File: src/rtl/instr_encoder.sv
// Instruction encoder: packs R/I/J field-sets into 32-bit instruction words and
// streams them through a 2-entry FIFO to an instruction-memory write port.
module instr_encoder #(
  parameter logic [31:0] BASE_ADDR = 32'h0000_0000,
  parameter int          MAX_WORDS = 64,
  localparam int         CW        = $clog2(MAX_WORDS + 1)
) (
  input  logic          clk,
  input  logic          rst,
  input  logic          start,
  input  logic          in_valid,
  output logic          in_ready,
  input  logic [1:0]    in_fmt,
  input  logic [5:0]    in_opcode,
  input  logic [4:0]    in_rs,
  input  logic [4:0]    in_rt,
  input  logic [4:0]    in_rd,
  input  logic [4:0]    in_shamt,
  input  logic [5:0]    in_funct,
  input  logic [15:0]   in_imm,
  input  logic [25:0]   in_target,
  input  logic          in_last,
  output logic          imem_we,
  output logic [31:0]   imem_addr,
  output logic [31:0]   imem_wd,
  input  logic          imem_ack,
  output logic          busy,
  output logic          done,
  output logic          err,
  output logic [CW-1:0] word_count
);

  typedef enum logic [1:0] {IDLE, LOAD, DRAIN, DONE} state_t;

  localparam logic [1:0] FMT_R = 2'b00;
  localparam logic [1:0] FMT_I = 2'b01;
  localparam logic [1:0] FMT_J = 2'b10;

  function automatic logic fmt_legal(input logic [1:0] fmt, input logic [5:0] opcode);
    case (fmt)
      FMT_R:   fmt_legal = (opcode == 6'd0);
      FMT_I:   fmt_legal = 1'b1;
      FMT_J:   fmt_legal = 1'b1;
      default: fmt_legal = 1'b0;
    endcase
  endfunction

  function automatic logic [31:0] encode(
    input logic [1:0]  fmt,
    input logic [5:0]  opcode,
    input logic [4:0]  rs,
    input logic [4:0]  rt,
    input logic [4:0]  rd,
    input logic [4:0]  shamt,
    input logic [5:0]  funct,
    input logic [15:0] imm,
    input logic [25:0] target
  );
    case (fmt)
      FMT_R:   encode = {opcode, rs, rt, rd, shamt, funct};
      FMT_I:   encode = {opcode, rs, rt, imm};
      default: encode = {opcode, target};
    endcase
  endfunction

  state_t        state;
  logic [31:0]   fifo_mem [2];
  logic          wr_ptr;
  logic          rd_ptr;
  logic [1:0]    fifo_cnt;
  logic [31:0]   addr_q;
  logic [CW-1:0] acc_cnt;

  logic          fifo_full;
  logic          fifo_empty;
  logic          accept;
  logic          legal_p0;
  logic [31:0]   enc_p0;
  logic          push;
  logic          pop;
  logic          hit_max;
  logic          vld_p1;
  logic [31:0]   head_p1;

  // Stage p0: field-set on the input handshake, encoded combinationally.
  always_comb begin
    fifo_full  = (fifo_cnt == 2'd2);
    fifo_empty = (fifo_cnt == 2'd0);
    in_ready   = (state == LOAD) && !fifo_full && (acc_cnt < CW'(MAX_WORDS));
    accept     = in_valid && in_ready;
    legal_p0   = fmt_legal(in_fmt, in_opcode);
    enc_p0     = encode(in_fmt, in_opcode, in_rs, in_rt, in_rd, in_shamt,
                        in_funct, in_imm, in_target);
    push       = accept && legal_p0;
    hit_max    = push && (acc_cnt == CW'(MAX_WORDS - 1));
    vld_p1     = !fifo_empty;
    head_p1    = fifo_mem[rd_ptr];
    pop        = vld_p1 && imem_ack;
  end

  // Stage p1: FIFO head presented to the memory port until acknowledged.
  always_comb begin
    imem_we   = vld_p1;
    imem_wd   = vld_p1 ? head_p1 : 32'd0;
    imem_addr = addr_q;
    busy      = (state == LOAD) || (state == DRAIN);
    done      = (state == DONE);
  end

  // FIFO storage is data only; occupancy and pointers qualify it.
  always_ff @(posedge clk) begin
    if (push) fifo_mem[wr_ptr] <= enc_p0;
  end

  always_ff @(posedge clk) begin
    if (rst) begin
      state      <= IDLE;
      wr_ptr     <= 1'b0;
      rd_ptr     <= 1'b0;
      fifo_cnt   <= 2'd0;
      addr_q     <= BASE_ADDR;
      word_count <= '0;
      acc_cnt    <= '0;
      err        <= 1'b0;
    end else begin
      if (push) begin
        wr_ptr  <= ~wr_ptr;
        acc_cnt <= acc_cnt + CW'(1);
      end
      if (pop) begin
        rd_ptr     <= ~rd_ptr;
        addr_q     <= addr_q + 32'd4;
        word_count <= word_count + CW'(1);
      end
      case ({push, pop})
        2'b10:   fifo_cnt <= fifo_cnt + 2'd1;
        2'b01:   fifo_cnt <= fifo_cnt - 2'd1;
        default: fifo_cnt <= fifo_cnt;
      endcase
      if (accept && !legal_p0) err <= 1'b1;

      case (state)
        IDLE: begin
          if (start) begin
            state      <= LOAD;
            addr_q     <= BASE_ADDR;
            word_count <= '0;
            acc_cnt    <= '0;
            err        <= 1'b0;
          end
        end
        LOAD: begin
          // An illegal field-set still ends the session if it carries in_last.
          if ((accept && in_last) || hit_max) state <= DRAIN;
        end
        DRAIN: begin
          if (fifo_empty || (fifo_cnt == 2'd1 && pop)) state <= DONE;
        end
        default: state <= IDLE;
      endcase
    end
  end

endmodule
File: config.mk
export PLATFORM = sky130hd
export DESIGN_NAME = instr_encoder
export DESIGN_NICKNAME = d
export VERILOG_FILES = /design/src/rtl/instr_encoder.sv
export SDC_FILE = /design/constraint.sdc
export NUM_CORES = 1
export LEC_CHECK = 0
export ABC_CLOCK_PERIOD_IN_PS = 4440
export CAP_MARGIN = 40
export CORE_MARGIN = 1.5
export CORE_UTILIZATION = 47
export CTS_CLUSTER_DIAMETER = 120
export DETAILED_ROUTE_END_ITERATION = 7
export PLACE_DENSITY = 0.8
export SLEW_MARGIN = 20
export SYNTH_ARGS = -nofsm -noshare
export SYNTH_HDL_FRONTEND = slang
export SYNTH_SLANG_ARGS = --single-unit
File: constraint.sdc
create_clock -name clk -period 4.44 [get_ports clk]
set_clock_uncertainty 0.15 [all_clocks]
set_input_delay 0.444 -clock clk [delete_from_list [all_inputs] [get_ports clk]]
set_output_delay 0.444 -clock clk [all_outputs]
set_load 0.05 [all_outputs]
* Word-level counts from Yosys, hierarchy flattened
Memory sizes are Yosys's and may differ from the RTL's. A register that Yosys moved wholly into a read port is not among the register bits.
Index checks and enable logic that the tools add are counted.
** Storage, ports and cells
- Flip-flop bits (word level) :: 53
- Bits in writable memories :: 64
- Input port bits :: 82
- Output and inout port bits :: 76
- Word-level logic and storage cells :: 76
- Memories kept :: 1
** Operators by class
- Add/subtract/negate cells :: 5
- Magnitude comparators :: 1
- Equality and inequality tests :: 13
- Multiplexer cells :: 24
- Bitwise gates (word level) :: 2
- Reduce and logical (&&, ||, !) cells :: 22
** Memories
- fifo_mem :: words 2, bits a word 32, rd ports 1, clocked after Yosys merged registers in 1, write ports 1, RTL line 67 : logic [31:0] fifo_mem [2];
** Operator list (count)
- 32-bit two-way mux :: 4
- 26-bit one-hot mux with 2 select lines :: 1
- 7-bit two-way mux :: 6
- 32-bit by 3-bit adder with 32-bit output, second input constant :: 1
- 7-bit by 1-bit adder with 7-bit output, second input constant :: 2
- 2-bit == test, second input constant :: 5
- 1-bit logical AND :: 9
- 2-bit by 1-bit == test with 1-bit output, second input constant :: 4
- 7-bit by 6-bit == test with 1-bit output, second input constant :: 1
- 7-bit < comparator, second input constant :: 1
- 1-bit two-way mux :: 7
- 2-bit logical NOT :: 3
- 6-bit logical NOT :: 1
- 2-bit two-way mux :: 3
- 2-bit one-hot mux with 3 select lines :: 1
- 2-bit by 1-bit != test with 1-bit output, second input constant :: 2
- 2-bit one-hot mux with 2 select lines :: 1
- 1-bit logical NOT :: 3
- 1-bit logical OR :: 3
- 3-bit AND reduction :: 1
- 2-bit by 1-bit adder with 2-bit output, second input constant :: 1
- 2-bit != test, second input constant :: 1
- 1-bit NOT :: 2
- 1-bit one-hot mux with 2 select lines :: 1
- other kinds (3) :: 3

* Logic depth before layout (Yosys ltp)
Gate-level depths: netlist of the first run.
- Word-level depth :: 10
- Mapped depth :: 11
- Mapped depth without buffers :: 10

* Least setup slack after synthesis of the first run
No wires, ideal clock.
- Path kind :: input-to-reg
- From :: input in_fmt[1]
- To :: memory fifo_mem[0][0], enable pin
- Library setup time :: 0.421 ns
- Arrival time :: 3.054 ns
- Required time :: 3.869 ns
- Slack :: 0.815 ns
- Cell stages on the path :: 8
- Path buffers :: 1
- Cells stage by stage :: inv_1 > ha_1 > buf_4 > or4b_4 > o22a_4 > nor2_2 > inv_1 > nor2_1
** On the way
- Word-level cells in the longest chain between the ends :: 6
- Elaborated cells on any way between the ends :: 8
- Classes of those cells :: eq/ne: 2; mux: 3; reduce/logical: 3
** RTL lines
- start, declared :: RTL line 13 : input logic [1:0] in_fmt,
- 2-bit by 1-bit == test with 1-bit output / 2-bit == test (equally long branches) :: RTL line 40 : case (fmt)
- 2-bit OR reduction (no line)
- 1-bit one-hot mux with 2 select lines (*) :: RTL line 40
- 1-bit logical AND (*) :: RTL line 94 : push = accept && legal_p0;
- 1-bit two-way mux (*) :: RTL line 112 : if (push) fifo_mem[wr_ptr] <= enc_p0;
- 1-bit two-way mux (implied by the code) (*) :: RTL line 112
- end, declared :: RTL line 67
Every way passes the cells marked *; elsewhere a longest branch is shown, timed or not.

* Worst setup path after layout of the first run
- From :: register fifo_cnt[0]
- To :: output imem_wd[14]
** On the way
- Word-level cells in the longest chain between the ends :: 2
** RTL lines
- start, declared :: RTL line 70 : logic [1:0] fifo_cnt;
- start signal, assigned :: RTL line 136 : 2'b10: fifo_cnt <= fifo_cnt + 2'd1;
- start signal, assigned :: RTL line 137 : 2'b01: fifo_cnt <= fifo_cnt - 2'd1;
- start signal, assigned :: RTL line 138 : default: fifo_cnt <= fifo_cnt;
- 2-bit logical NOT :: RTL line 88 : fifo_empty = (fifo_cnt == 2'd0);
- 32-bit two-way mux :: RTL line 104 : imem_wd = vld_p1 ? head_p1 : 32'd0;
- end, declared :: RTL line 25 : output logic [31:0] imem_wd,
Every way passes these cells.

==> summary.md, run 1 <==
| Metric | Value |
|---|---|
| Reg2reg path depth | 7 |
| FMAX | about 0.32 GHz |
| Die X | 109 µm |
| IO Count | ~160 |
| Reg-to-Reg Start | fifo_cnt[0] |
| Post-route setup slack | 1330 ps |
| RR Endpoint | fifo_mem[0][11] |
| Hold buffers post-CTS | 0 |
| Yosys cell types | 44 |
| Largest net degree at the start of global routing | between 40 and 50 |
| Via density | between 5 and 6 |
| Post-DR wirelength/cell | between 15 and 20 µm |
| CTS Buffer Depth | 2 |
| Slew Limit Headroom | just over 50% |
| Critical path, cell by cell | inv_1 > ha_1 > buf_8 > buf_4 > nor2_1 > clkdlybuf4s50_1 |
| Die H | roughly 110 µm |
| R2R setup slack | between 1500 and 2000 ps |
| Worst path max stage delay | around 840 ps |
| Post-DP HPWL | 9.21 mm |
| DR pass1 iterations | 4 |
| # Max-Cap Violations | 0 |
| Yosys warnings | 0 |
| GR Overflow Total | 0 |
| Core ar. | between 0.01 and 0.015 mm² |
| Post-synthesis async set-or-reset flop share | 0% |
| Simple-Gate Fraction of Synth Area | between 10% and 20% |
| Fin. max-slew vios | 0 |
| TritonCTS Sinks | approximately 120 |
| Worst slew pin tran | roughly 740 ps |
| Row Count | 38 |
| Leakage | roughly 2.7 nW |
| Critical Path Source Type | register |
| WHS Path Cells | 2 |
| Mux share of post-synthesis cell area | ~8.5% |
| Total CTS buffers | 17 |
| CP required | 3850 ps |
| Fill cells | between 800 and 900 |
| Clock slew at reported path FFs | about 50 ps |
| Clock latency on the worst-skew pair | 400 ps |
| Maximum VDD drop | 0.000302 V |
| Initial DRC count | 172 |
| Cell with the most instances after synthesis | nor2_1 |
| CTS resizes | 0 |
| Syn avg cell area | about 11 µm² |
| DRC viols | 0 |
| Antenna cells | 0 |
| Worst slack, placed | slightly above 1000 ps |
| Postcts setup bufs | 0 |
| Routed wire length | between 10 and 15 mm |
| Hold path endpoint | word_count[6] |
| Die area | roughly 0.012 mm² |
| Layout area overhead | 43.5% |
| Yosys top cell by area | edfxtp_1 |
| Hold Crit Class | reg -> reg |
| Hold path start | word_count[6] |
| Slowest stage cell, crit path | clkdlybuf4s50_1 |
| Starting Density | 48.6% |
| Post-DRT Antenna Nets | 0 |
| RSZ-0062 raised after global routing | no |
| Xor and xnor area share after synthesis | 6.10% |
| Status | complete, no violations |
| Cells after Synth | around 500 |
| Setup TNS | 0 ps |
| Tot GR Track Use | approximately 22% |
| Share of layout cells above drive strength 1 | under 10% |
| Mapped Area | 0.00531 mm² |
| Initial antenna violation count | 0 |
| Multi-input gate area | 0.00220 mm² |
| Final min period | approximately 3100 ps |
| Period Utilization, post-route | 70.1% |
| Post-synth EDFFs | between 60 and 70 |
| Root Driver | clkbuf_16 |
| Post-synth top cells | 82 x nor2_1, 64 x edfxtp_1, 52 x dfxtp_1, 50 x nand2_1, 34 x mux2i_1 |
| Vias | approximately 4100 |
| Synth Area in Adders | approximately 3.5% |
| Clock tree from TritonCTS | done |
| Layout Nets | around 740 |
| PwrDens | around 520 mW/mm² |
| Register area share after synthesis | between 50 and 60% |
| Main combinational cell family by area after synthesis | simple AND/OR/NAND/NOR gates |
| Critical Path Fanout Max | 17 |
| Top cells by area, synth | edfxtp_1 36%, dfxtp_1 20%, mux2i_1 6.4% |
| Compound-Gate Fraction of Synth Area | 5.46% |
| Yosys reg bits | approximately 120 |
| GPL Wtd Cong | 0.769 |
| First-pass GRT wire length | a little under 20 mm |
| Buffers on Ports | 155 |
| Crit end category | output pin |
| H-Tree Depth | 4 |
| Kind of critical path | reg -> out |
| Sequential cell area | roughly 0.003 mm² |
| Final hold viol count | 0 |
| Vias in the first global route | ~4200 |
| Final Setup Violations | 0 |
| Arr. time, crit path | 2520 ps |
| Ys flop type | edfxtp_1 |
| Synth top area share | 36.2% |
-- sequential cells by signal, summed over array words and instances (netlist names), named ones only --
register and cells:
wr_ptr 1, err 1, acc_cnt 7, imem_addr 30, fifo_mem 64, fifo_cnt 2
state 2, word_count 7, rd_ptr 1
-- placed cells by master, fill, tap and decap left out, types with 3 or more instances in the layout --
| cell | Yosys | routed |
|---|---|---|
| and3_1 | 3 | 3 |
| nand4_1 | 12 | 12 |
| nor3_1 | 3 | 3 |
| nand3_1 | 16 | 16 |
| or3_1 | 7 | 7 |
| a22oi_1 | 16 | 16 |
| clkdlybuf4s50_1 | 0 | 155 |
| nor2_1 | 82 | 80 |
| ha_1 | 15 | 15 |
| nand2_1 | 50 | 50 |
| a21oi_1 | 12 | 12 |
| buf_4 | 3 | 7 |
| xor2_1 | 24 | 24 |
| a21o_1 | 4 | 4 |
| o21ai_0 | 8 | 8 |
| mux2i_1 | 34 | 34 |
| clkinvlp_4 | 0 | 3 |
| clkbuf_16 | 0 | 17 |
| edfxtp_1 | 64 | 64 |
| bufinv_16 | 0 | 3 |
| xnor2_1 | 13 | 13 |
| mux2_2 | 10 | 10 |
| clkinv_2 | 0 | 4 |
| dfxtp_1 | 52 | 51 |
| inv_1 | 13 | 13 |
| nor2_2 | 1 | 3 |
-- power by group --
group	internal (mW)	leakage [nW]	switching (mW)
Sequential	1.20	0.998	0.0536
Combinational	0.514	1.42	0.882
Clock	0.877	0.283	0.473
-- layer usage --
metal,wire length (µm),up-vias,GRT usage [%]
met3,1210,11,8.06
met1,5270,1961,24.3
met4,105,0,6.77
met5,0,-,0
met2,6440,129,39.9
li1,-,2027,-
-- layout make-up --
type / count / share of cell area [%]
Clock inverter: 14 / 2.13
Clock buffer: 18 / 5.63
Multi-Input combinational cell: 334 / 28.9
Tap cell: 140 / 2.30
Inverter: 13 / 0.640
Timing Repair Buffer: 164 / 21.5
Sequential cell: 116 / 38.9
-- cell families (layout without fill, tap and decap cells) --
group	Yosys count	after routing
flops	116	116
xor+xnor	37	37
fa+ha+maj	15	15
other cells	1	2
compound gates	44	44
simple gates	192	192
mux	44	44
buf+inv	37	209
-- worst max-delay path: cells and delay by family, from the launching register on --
| kind | cells | cell delay (ps) |
|---|---|---|
| buf+inv | 4 | 1320 |
| flops | 1 | 360 |
| fa+ha+maj | 1 | 320 |
| simple gates | 1 | 120 |
-- through the flow --
| step | instances | hold WS (ps) | total power [mW] | utilization (%) | area [µm²] |
|---|---|---|---|---|---|
| finish | 799 | 339 | 4.00 | 69.7 | 7620 |
| CTS | 798 | 347 | 4.01 | 69.6 | 7610 |
| detailed placement | 766 | 327 | 2.66 | 64.2 | 7020 |
| global route | 799 | 366 | 4.17 | 69.7 | 7620 |
| floorplan | 487 | 330 | 2.19 | - | 5320 |
| global placement | 764 | 320 | 2.62 | 63.9 | 6990 |
-- how the worst max path moves through the flow --
stage | endpoint | startpoint | depth (start not counted) | slack [ps]
2_1_floorplan | fifo_mem[0][0] | in_fmt[1] | 8 | 820
3_3_place_gp | fifo_mem[0][15] | in_fmt[0] | 10 | 1120
3_5_place_dp | fifo_mem[0][12] | in_fmt[0] | 10 | 1040
4_1_cts | imem_wd[14] | fifo_cnt[0] | 5 | 1110
5_1_grt | imem_wd[4] | fifo_cnt[0] | 6 | 1210
6_report | imem_wd[14] | fifo_cnt[0] | 6 | 1330
Note: power is estimated with default switching activity, not from simulation.
==> run 2: changes to the inputs <==
- ABC_CLOCK_PERIOD_IN_PS: 4440 -> 2800
- CORE_UTILIZATION: 47 -> 43
- PLACE_DENSITY: 0.8 -> 0.77
- clock period: 4.44 -> 2.8 ns (I/O delays scaled with it)
==> run 2 against run 1 <==
  * Combinational power increased by 51%
  * Via count decreased by 0.68%
  * Non-clock buffer count increased by 5
  * Total power increased by 54%
  * Critical path depth decreased by 2
  * Setup slack got worse by 1100 ps
  * Worst hold slack improved by 2.9 ps
  * Clock-buffer cell count increased by 1
  * Die area increased by 9.0%
  * Clock power increased by 50%
  * Routed wire length decreased by 2.9%
==> summary.md, run 2 (synthesized netlist as in run 1, its figures left out) <==
| Metric | Value |
|---|---|
| Die X | roughly 110 µm |
| Routed wire length | 12.6 mm |
| Crit end category | output pin |
| Clock tree from TritonCTS | done |
| Post-DRT Antenna Nets | 0 |
| Antenna cells | 0 |
| Share of layout cells above drive strength 1 | approximately 15% |
| IO Count | between 150 and 200 |
| # Max-Cap Violations | 0 |
| Root Driver | clkbuf_16 |
| DRC viols | 0 |
| Postcts setup bufs | 0 |
| Tot GR Track Use | roughly 19% |
| Critical Path Source Type | register |
| CTS Buffer Depth | 2 |
| Vias in the first global route | just over 4000 |
| H-Tree Depth | 4 |
| Initial antenna violation count | 0 |
| Setup TNS | 0 ps |
| Post-DP HPWL | about 9 mm |
| Die H | 114 µm |
| Largest net degree at the start of global routing | 38 |
| Final Setup Violations | 0 |
| Core ar. | 0.0120 mm² |
| Kind of critical path | reg -> out |
| Layout Nets | between 700 and 800 |
| Die area | 0.0130 mm² |
| Critical Path Fanout Max | 3 |
| Clock latency on the worst-skew pair | 390 ps |
| Slew Limit Headroom | a little under three fifths |
| Vias | roughly 4000 |
| Arr. time, crit path | approximately 2100 ps |
| Final min period | 2560 ps |
| Most common cell after layout, fill and taps aside | clkdlybuf4s50_1 |
| WHS | ~340 ps |
| Max reg flops | between 60 and 70 |
| Status | complete, no violations |
| Leakage | ~2.8 nW |
| First-pass GRT wire length | between 15 and 20 mm |
| Post-DR wirelength/cell | 15.6 µm |
| Placed inst area | 0.00702 mm² |
| CP required | around 2400 ps |
| Maximum VDD drop | around 0.00041 V |
| Fin. max-slew vios | 0 |
| CTS resizes | 0 |
| Layout area overhead | 42.8% |
| GR Overflow Total | 0 |
| Starting Density | approximately 44% |
| GPL Wtd Cong | around 0.80 |
| Fill cells | ~950 |
| Buffers on Ports | ~160 |
| Final hold viol count | 0 |
| Most flops, register | fifo_mem |
| DR pass1 iterations | 4 |
| Period Utilization, post-route | 91.4% |
| Clock slew at reported path FFs | ~50 ps |
| Initial DRC count | ~190 |
| Total CTS buffers | 17 |
| Final instance area | approximately 0.0076 mm² |
| Via density | between 5 and 6 |
| FMAX | roughly 0.39 GHz |
| Hold Crit Class | reg -> reg |
| RSZ-0062 raised after global routing | no |
| Most frequent cells in the layout | 122 x clkdlybuf4s50_1, 80 x nor2_1, 64 x edfxtp_1 |
| Row Count | 40 |
| Hold buffers post-CTS | 0 |
| PwrDens | around 800 mW/mm² |
| TritonCTS Sinks | between 100 and 150 |
| Final core utilization | a little over three fifths |
| Worst slew pin tran | ~640 ps |
run 2: changes by cell type in the layout (fill, tap and decap cells not counted), sizes merged:
cell	delta
bufinv	-1
clkdlybuf4s50	-33
buf	+38
clkbuf	+1
run 2: through the flow:
stage / total power [mW] / worst slack (ps) / instances
floorplan: 3.48 / 56.7 / 487
global placement: 4.13 / 116 / 779
detailed placement: 4.17 / 41.5 / 779
CTS: 6.21 / 221 / 811
global route: 6.42 / 123 / 811
finish: 6.16 / 240 / 811
run 2: path summary, 6_finish.rpt:
kind | endpoint | slack (ps) | start | cells after the start
max | in_ready | 240 | fifo_cnt[0] | 4
min | imem_addr[31] | 340 | imem_addr[31] | 2
max reg2reg | state[1] | 580 | fifo_cnt[0] | 7
min reg2reg | imem_addr[31] | 340 | imem_addr[31] | 2
run 2: critical path, stage by stage, from the launching register on:
cell and delay (ps):
dfxtp_1 370, inv_1 80, ha_1 240, nor3b_1 220
clkdlybuf4s50_1 840
run 2: metal layers:
layer | GRT usage [%] | routed length [µm]
met1 | 21.8 | 5240
met2 | 34.7 | 6320
met3 | 6.99 | 1010
met4 | 5.00 | 56
met5 | 0 | 0
run 2: cell type report:
| cell class | count | area (µm²) | area share (%) |
|---|---|---|---|
| timing repair buffer | 169 | 1610 | 21.2 |
| inverter | 13 | 48.8 | 0.643 |
| multi-input combinational | 334 | 2210 | 29.1 |
| clock inverter | 13 | 135 | 1.78 |
| sequential | 116 | 2960 | 39.1 |
| clock buffer | 19 | 433 | 5.71 |
| tap | 147 | 184 | 2.42 |
run 2: power breakdown:
group | switching, mW | internal (mW) | total [mW] | leakage [nW]
combinational | 1.37 | 0.747 | 2.12 | 1.52
sequential | 0.112 | 1.90 | 2.01 | 0.998
clock | 0.720 | 1.30 | 2.02 | 0.268
total | 2.21 | 3.95 | 6.16 | 2.78
